**config.mk**
```make
export PLATFORM = sky130hd
export DESIGN_NAME = pmipsl_fetch_unit
export DESIGN_NICKNAME = d
export VERILOG_FILES = /design/src/rtl/pmipsl_fetch_unit.sv
export SDC_FILE = /design/constraint.sdc
export NUM_CORES = 1
export LEC_CHECK = 0
export ABC_CLOCK_PERIOD_IN_PS = 3550
export CORE_UTILIZATION = 30
export DETAILED_ROUTE_END_ITERATION = 8
export SYNTH_ARGS = -nofsm -noshare
export SYNTH_HDL_FRONTEND = slang
export SYNTH_SLANG_ARGS = --single-unit
```
**constraint.sdc**
```tcl
create_clock -name clock -period 3.55 [get_ports clock]
set_input_delay 0.5325 -clock clock [delete_from_list [all_inputs] [get_ports clock]]
set_output_delay 0.5325 -clock clock [all_outputs]
set_load 0.01 [all_outputs]
```
**src/rtl/pmipsl_fetch_unit.sv**
```systemverilog
`default_nettype none
// ============================================================================
// Module   : pmipsl_fetch_unit
// Brief    : Instruction fetch stage with a request/grant memory port, a
//            prefetch buffer and flush-on-redirect.
// Revision : 1.0 - initial release
// ============================================================================
module pmipsl_fetch_unit #(
  parameter int                ADDR_W   = 16,
  parameter int                INSTR_W  = 17,
  parameter int                PC_STEP  = 2,
  parameter int                DEPTH    = 4,
  parameter logic [ADDR_W-1:0] RESET_PC = '0
) (
  input  logic                     clock,
  input  logic                     reset,
  input  logic                     redirect,
  input  logic [ADDR_W-1:0]        redirect_pc,
  output logic                     imem_req,
  output logic [ADDR_W-1:0]        imem_addr,
  input  logic                     imem_gnt,
  input  logic                     imem_rvalid,
  input  logic [INSTR_W-1:0]       imem_rdata,
  output logic                     out_valid,
  input  logic                     out_ready,
  output logic [INSTR_W-1:0]       out_instr,
  output logic [ADDR_W-1:0]        out_pc,
  output logic [ADDR_W-1:0]        out_pcplus,
  output logic [$clog2(DEPTH):0]   fifo_count,
  output logic                     proto_err
);

  localparam int PW = $clog2(DEPTH);
  localparam int CW = PW + 1;
  localparam logic [ADDR_W-1:0] c_step    = ADDR_W'(PC_STEP);
  localparam logic [CW-1:0]     c_depth   = CW'(DEPTH);
  localparam logic [CW:0]       c_depth_x = (CW + 1)'(DEPTH);

  typedef enum logic [1:0] {
    S_BOOT = 2'd0,
    S_RUN  = 2'd1,
    S_DROP = 2'd2
  } state_t;

  state_t              r_state;
  state_t              w_state_next;
  logic [ADDR_W-1:0]   r_fetch_pc;
  logic [ADDR_W-1:0]   r_resp_pc;
  logic [CW-1:0]       r_outstanding;
  logic [CW-1:0]       r_drop_cnt;
  logic [CW-1:0]       w_drop_next;
  logic [CW-1:0]       r_count;
  logic [PW-1:0]       r_wr_ptr;
  logic [PW-1:0]       r_rd_ptr;
  logic                r_proto_err;
  logic [INSTR_W-1:0]  r_mem_instr  [DEPTH];
  logic [ADDR_W-1:0]   r_mem_pc     [DEPTH];
  logic [ADDR_W-1:0]   r_mem_pcplus [DEPTH];

  logic w_redir;
  logic w_rsp;
  logic w_credit;
  logic w_acc;
  logic w_keep;
  logic w_full;
  logic w_pop;
  logic w_push;

  // Redirects during the boot cycle are ignored; the raw pulse still blocks a request.
  assign w_redir  = redirect && (r_state != S_BOOT);
  assign w_rsp    = imem_rvalid && (r_outstanding != '0);
  assign w_credit = ({1'b0, r_count} + {1'b0, r_outstanding} - {1'b0, r_drop_cnt}) < c_depth_x;
  assign imem_req = (r_state != S_BOOT) && !redirect && w_credit;
  assign w_acc    = imem_req && imem_gnt;
  assign w_keep   = w_rsp && !w_redir && (r_drop_cnt == '0);
  assign w_full   = (r_count == c_depth);
  assign w_pop    = out_valid && out_ready;
  assign w_push   = w_keep && (!w_full || w_pop);

  assign imem_addr  = r_fetch_pc;
  assign out_valid  = (r_count != '0);
  assign out_instr  = r_mem_instr[r_rd_ptr];
  assign out_pc     = r_mem_pc[r_rd_ptr];
  assign out_pcplus = r_mem_pcplus[r_rd_ptr];
  assign fifo_count = r_count;
  assign proto_err  = r_proto_err;

  always_comb begin
    w_drop_next  = r_drop_cnt;
    w_state_next = r_state;
    if (w_redir) begin
      w_drop_next = r_outstanding - CW'(w_rsp);
    end else if (w_rsp && (r_drop_cnt != '0)) begin
      w_drop_next = r_drop_cnt - CW'(1);
    end
    case (r_state)
      S_BOOT:         w_state_next = S_RUN;
      S_RUN, S_DROP:  w_state_next = (w_drop_next != '0) ? S_DROP : S_RUN;
      default:        w_state_next = S_BOOT;
    endcase
  end

  always_ff @(posedge clock or negedge reset) begin
    if (!reset) begin
      r_state       <= S_BOOT;
      r_fetch_pc    <= RESET_PC;
      r_resp_pc     <= RESET_PC;
      r_outstanding <= '0;
      r_drop_cnt    <= '0;
      r_proto_err   <= 1'b0;
    end else begin
      r_state       <= w_state_next;
      r_drop_cnt    <= w_drop_next;
      r_outstanding <= r_outstanding + CW'(w_acc) - CW'(w_rsp);
      if (imem_rvalid && (r_outstanding == '0)) begin
        r_proto_err <= 1'b1;
      end
      if (w_redir) begin
        r_fetch_pc <= redirect_pc;
        r_resp_pc  <= redirect_pc;
      end else begin
        if (w_acc) begin
          r_fetch_pc <= r_fetch_pc + c_step;
        end
        if (w_push) begin
          r_resp_pc <= r_resp_pc + c_step;
        end
      end
    end
  end

  // Prefetch buffer; the head entry drives the decode outputs directly from flops.
  always_ff @(posedge clock or negedge reset) begin
    if (!reset) begin
      r_count  <= '0;
      r_wr_ptr <= '0;
      r_rd_ptr <= '0;
      for (int i = 0; i < DEPTH; i++) begin
        r_mem_instr[i]  <= '0;
        r_mem_pc[i]     <= '0;
        r_mem_pcplus[i] <= RESET_PC + c_step;
      end
    end else if (w_redir) begin
      r_count  <= '0;
      r_wr_ptr <= '0;
      r_rd_ptr <= '0;
    end else begin
      if (w_push) begin
        r_mem_instr[r_wr_ptr]  <= imem_rdata;
        r_mem_pc[r_wr_ptr]     <= r_resp_pc;
        r_mem_pcplus[r_wr_ptr] <= r_resp_pc + c_step;
        r_wr_ptr               <= r_wr_ptr + PW'(1);
      end
      if (w_pop) begin
        r_rd_ptr <= r_rd_ptr + PW'(1);
      end
      r_count <= r_count + CW'(w_push) - CW'(w_pop);
    end
  end

endmodule
`default_nettype wire

```
## After elaboration in Yosys (flattened, before gate mapping)

Index checks and enable logic that the tools add are counted.

- Magnitude comparators: 4
- Mux-type cells: 29
- Bitwise gates (word level): 3
- Reduce and logical (&&, ||, !) cells: 29
- Eq/ne operators: 3
- Add/subtract/negate cells: 12

Operators with widths:

| cell | count |
|---|---|
| two-way mux 16 bit | 9 |
| bitwise mux 64 bit | 2 |
| bitwise mux 68 bit | 1 |
| binary-select mux 16 bit (select 2 bit) | 2 |
| two-way mux 17 bit | 3 |
| binary-select mux 17 bit (select 2 bit) | 1 |
| demux 17 bit (select 2 bit) | 1 |
| adder 16 x 2 -> 16 bit, second input constant | 2 |
| demux 16 bit (select 2 bit) | 1 |
| logical AND 1 bit | 12 |
| nonzero test 3 bit | 4 |
| two-way mux 2 bit | 5 |
| two-way mux 3 bit | 3 |
| subtractor 3 x 1 -> 3 bit | 3 |
| nonzero test 2 bit | 4 |
| adder 3 x 1 -> 3 bit | 2 |
| >= comparator 3 bit, second input constant | 2 |
| zero test 3 bit | 2 |
| inverter 2 -> 3 bit | 2 |
| adder 2 x 1 -> 2 bit, second input constant | 2 |
| adder 3 x 3 -> 4 bit | 1 |
| less-than comparator 4 x 3 -> 1 bit, second input constant | 1 |
| one-hot mux 2 bit (2 select lines) | 1 |
| subtractor 4 x 3 -> 4 bit | 1 |
| 11 further kinds | 13 |

- Word-level logic and storage cells: 101
- Input bits: 39
- Output and inout port bits: 71
- Bits in registers: 244

## Logic depth before layout (Yosys ltp)

- Depth in word-level cells: 9
- Mapped depth: 16
- Gate-level depth less buffers: 13

## Worst setup path before layout

Ideal clock, no wire load.

- Kind: reg-to-reg
- Start point: reg r_count[1], in the netlist fifo_count[1]
- End point: reg r_outstanding[2]
- Cell stages (with the launch flop): 14
- Slack: 147 ps
- Arrival: 3,275 ps
- Buffers on the path: 0
- Required time: 3,422 ps
- Period minus slack after synthesis: 3,403 ps
- Cells stage by stage: dfrtp_1 > inv_1 > fa_1 > inv_1 > ha_1 > and3b_1 > nor4_2 > o21ai_0 > ha_1 > inv_1 > ha_1 > fa_1 > xor2_1 > xnor2_1

- Longest elaborated chain between the ends: 7

RTL lines:

| element | RTL line | RTL |
|---|---|---|
| start: declaration | 52 | `logic [CW-1:0] r_count;` |
| start signal: assignment | 157 | `r_count <= r_count + CW'(w_push) - CW'(w_pop);` |
| adder 3 x 3 -> 4 bit | 72 | `assign w_credit = ({1'b0, r_count} + {1'b0, r_outstanding} - {1'b0, r_drop_cnt}) < c_depth_x;` |
| subtractor 4 x 3 -> 4 bit | 72 |  |
| less-than comparator 4 x 3 -> 1 bit | 72 |  |
| logical AND 1 bit | 73 | `assign imem_req = (r_state != S_BOOT) && !redirect && w_credit;` |
| logical AND 1 bit | 74 | `assign w_acc = imem_req && imem_gnt;` |
| adder 3 x 1 -> 3 bit | 114 | `r_outstanding <= r_outstanding + CW'(w_acc) - CW'(w_rsp);` |
| subtractor 3 x 1 -> 3 bit | 114 |  |
| end signal: assignment | 114 |  |
| end: declaration | 49 | `logic [CW-1:0] r_outstanding;` |

No other way between the ends.
A chain may end at the register's enable or synchronous reset.

## Worst setup path after layout

- Start point: reg r_outstanding[2]
- End point: reg r_outstanding[2]

- Longest elaborated chain between the ends: 7
- Elaborated cells between the ends (all ways): 9

RTL lines:

| element | RTL line |
|---|---|
| adder 3 x 3 -> 4 bit | 72 |
| subtractor 4 x 3 -> 4 bit | 72 |
| less-than comparator 4 x 3 -> 1 bit | 72 |
| logical AND 1 bit | 73 |
| logical AND 1 bit | 74 |
| adder 3 x 1 -> 3 bit | 114 |
| subtractor 3 x 1 -> 3 bit (*) | 114 |

Mark *: on every way between the ends. The rest lies on a longest branch, timed or not.

==> impl_results.md <==
* Critical path fanouts, max at 5
* Io pins at 110
* Critical Setup Path Class: flip-flop to flip-flop
* Worst-Margin Slew at 0.844 ns
* Max Cap Viol at 0
* Sw Ratio at 32.4%
* Crit path DAT at 3.75 ns
* Post-Place Cell Area at 0.0128 mm2
* Sink Count at 239
* Outcome: finished clean
* Most instantiated library cell after synthesis: dfrtp_1
* Clk_lat worst skew at 0.53 ns
* Hold WS at 0.0177 ns
* Crit start category: flip-flop
* I/O Buffers at 109
* Clk_skew at 0.00630 ns
* Htree depth at 1
* RSZ-0062 raised after global routing: no
* Top routing layer in use: met4
* Final min period at 3.35 ns
* Synthesized cell area at 0.0111 mm2
* Diodes inserted at 0
* Slew HR at 43.8%
* Total Wirelength at 25200 um
* Max VDD drop at 453 uV
* Slowest stage delay, CP at 0.51 ns
* Yosys warns at 0
* FF-to-FF path depth at 11
* Util after Layout at 37.6%
* Synthesis-stage register bit count at 239
* Max-slew violation count at 0
* Most frequent CP cell: ha_1
* Fin crit share at 94.3%
* Switching power total at 3.68 mW
* Clock group share of total power at 25.5%
* Final hold violations at 0
* Avg WL per Cell at 17.7 um
* Gate power share at 36.6%
* Antenna-violating nets left at 0
* Post-synth ARST share at 100%
* Top FF cell, synth: dfrtp_1
* Setup_tns at 0 ns
* Routed wl met2 at 11700 um
* Critical Path Stages at 11
* DRC viols at 0
* DIE AREA at 0.0379 mm2
* Crit path capture type: flip-flop
* Std cell rows at 70
* Post-synth EDFFs at 0
* Synth cell count leaders: 235 x dfrtp_1, 102 x mux2_2, 94 x nand2_1
* Finish-stage setup viols at 0
* HP Class: input port to async pin
* Largest net degree at the start of global routing at 108
* Worst path slowest cell: fa_1
* Req. time, crit path at 3.96 ns
* First-pass GRT wire length at 40800 um
* Cell count after synthesis at 835
* Area grow syn2layout at 23.5%
* Final Cell Area at 0.0138 mm2
* CTS tree: done
* CTS buffer count at 26
* Largest area contributor in the netlist: dfrtp_1
* Share of the synthesized area in the top cell type at 52.8%
* Leak Pwr at 6.21 nW
* Vias per cell at 4.81
* Nets at 1002
* Die W at 195 um
* Met3 WL at 1280 um
* PwrDens at 824 mW/mm2
* Area contributors post-synth: dfrtp_1 53%, mux2_2 10%, mux4_2 9.7%
* Delay-heaviest family, CP: adder cells
* Syn nets at 897
* GRT Resource Usage Total at 13.6%
* Initial antenna violation count at 0
* Root Buffer: clkbuf_16
* Hold buffer count at cts at 0
* Die Y at 195 um
* GP Congestion at 0.759
* Wl on met1 at 11800 um
* Overflow after GRT at 0
* Detail Placement HPWL at 16800 um
* Crit-path cells: fa_1 -> ha_1 -> or3_1 -> nor4_2 -> o21ai_0 -> ha_1 -> inv_1 -> ha_1 -> fa_1 -> xor2_1 -> xnor2_1
* Fillers at 3547
* Clock Path Buffers at 3
* F_max at 0.299 GHz
* P_int at 7.67 mW
* Placeable Area at 0.0366 mm2
* Yosys cell types at 57
* Crit path buffers/inverters at 1
* DRT iter0 DRCs at 227
* Synth Area per Inst at 13.3 um2
* Clock slew at the register clock pins of the worst setup and hold paths at 0.06 ns
* Register share of total power at 37.9%
* Via count at 6856
* Starting utilization of the core area at 30.4%
* Seq/Total Area, Yosys at 53.7%
* Proportion of layout cells with a drive suffix above 1 at 28.2%
* DR pass1 iterations at 4
* Vias in the first global route at 7180
==> power by group through the flow <==
stage	registers, mW	logic (mW)	clock network, mW
CTS	4.31	4.25	3.01
global placement	4.32	4.17	0
global route	4.43	4.57	3.09
finish	4.30	4.15	2.90
detailed placement	4.34	4.24	0
floorplan	3.97	2.71	0
==> area by class of cell <==
class                      instances  area (um2)  area share [%]
sequential                       239        5990            43.5
multi-input combinational        516        4790            34.8
timing repair buffer             136        1390            10.1
clock buffer                      37         783            5.69
tap                              468         586            4.25
clock inverter                     8         144            1.05
inverter                          21        78.8           0.573
==> stage by stage <==
step / setup WS, ns / total power [mW] / instances
2_1_floorplan: 0.147 / 6.67 / 835
4_1_cts: 0.00913 / 11.6 / 1425
5_1_grt: 0.0342 / 12.1 / 1425
3_5_place_dp: 0.216 / 8.57 / 1379
6_report: 0.204 / 11.3 / 1425
3_3_place_gp: 0.238 / 8.49 / 1379
==> cells by family (layout without fill, tap and decap cells) <==
group                    Yosys count  count (layout)  share of synthesized area (%)
XOR/XNOR                          34              34                           2.67
AND/OR/NAND/NOR                  155             155                           6.60
flip-flops                       239             239                           53.7
multiplexers                     181             181                           24.1
adder cells (fa/ha/maj)           23              23                           2.85
AO/OA/AOI/OAI                    123             123                           6.69
buffers and inverters             80             202                           3.31
==> state kept, by name, indices dropped and copies added, names as in the netlist <==
register	flops
r_mem_instr	68
r_state	2
imem_addr	16
r_mem_pcplus	60
fifo_count	3
r_wr_ptr	2
r_drop_cnt	3
r_rd_ptr	2
r_mem_pc	64
r_outstanding	3
proto_err	1
r_resp_pc	15
==> what timing repair did <==
action / in CTS / in global routing
gates resized for setup: 2 / 3
endpoints found under the setup margin: 1 / 1
endpoints found under the hold margin: 0 / 0
setup buffers: 1 / 0
==> placed cells by master (no fill, tap or decap), types with 10 or more instances in the layout <==
| cell | n |
|---|---|
| xor2_1 | 22 |
| clkbuf_16 | 27 |
| dfrtp_1 | 233 |
| and3_1 | 10 |
| o21ai_0 | 76 |
| mux4_2 | 48 |
| o211ai_1 | 10 |
| clkdlybuf4s50_1 | 107 |
| mux2_4 | 30 |
| xnor2_1 | 12 |
| buf_4 | 19 |
| ha_1 | 19 |
| nand2_1 | 94 |
| nor2_1 | 13 |
| mux2_2 | 102 |
| inv_1 | 18 |
==> path summary, 6_finish.rpt <==
check,endpoint,start,slack (ns)
min reg2reg,proto_err$_DFFE_PN0P_,proto_err$_DFFE_PN0P_,0.46
max,r_outstanding[2]$_DFF_PN0_,r_outstanding[2]$_DFF_PN0_,0.20
min in group clock,proto_err$_DFFE_PN0P_,proto_err$_DFFE_PN0P_,0.46
min,r_mem_instr[64]$_DFFE_PN0P_,reset,0.02
max reg2reg,r_outstanding[2]$_DFF_PN0_,r_outstanding[2]$_DFF_PN0_,0.20
max in group asynchronous,r_mem_pcplus[62]$_DFFE_PN0P_,reset,2.44
==> routing by layer <==
layer | vias to the layer above | GRT usage [%]
met5 | - | 0
met4 | 0 | 2.85
met3 | 29 | 2.78
met2 | 155 | 22.2
met1 | 3464 | 18.7
li1 | 3208 | -
Note: power is estimated with default switching activity, not from simulation.
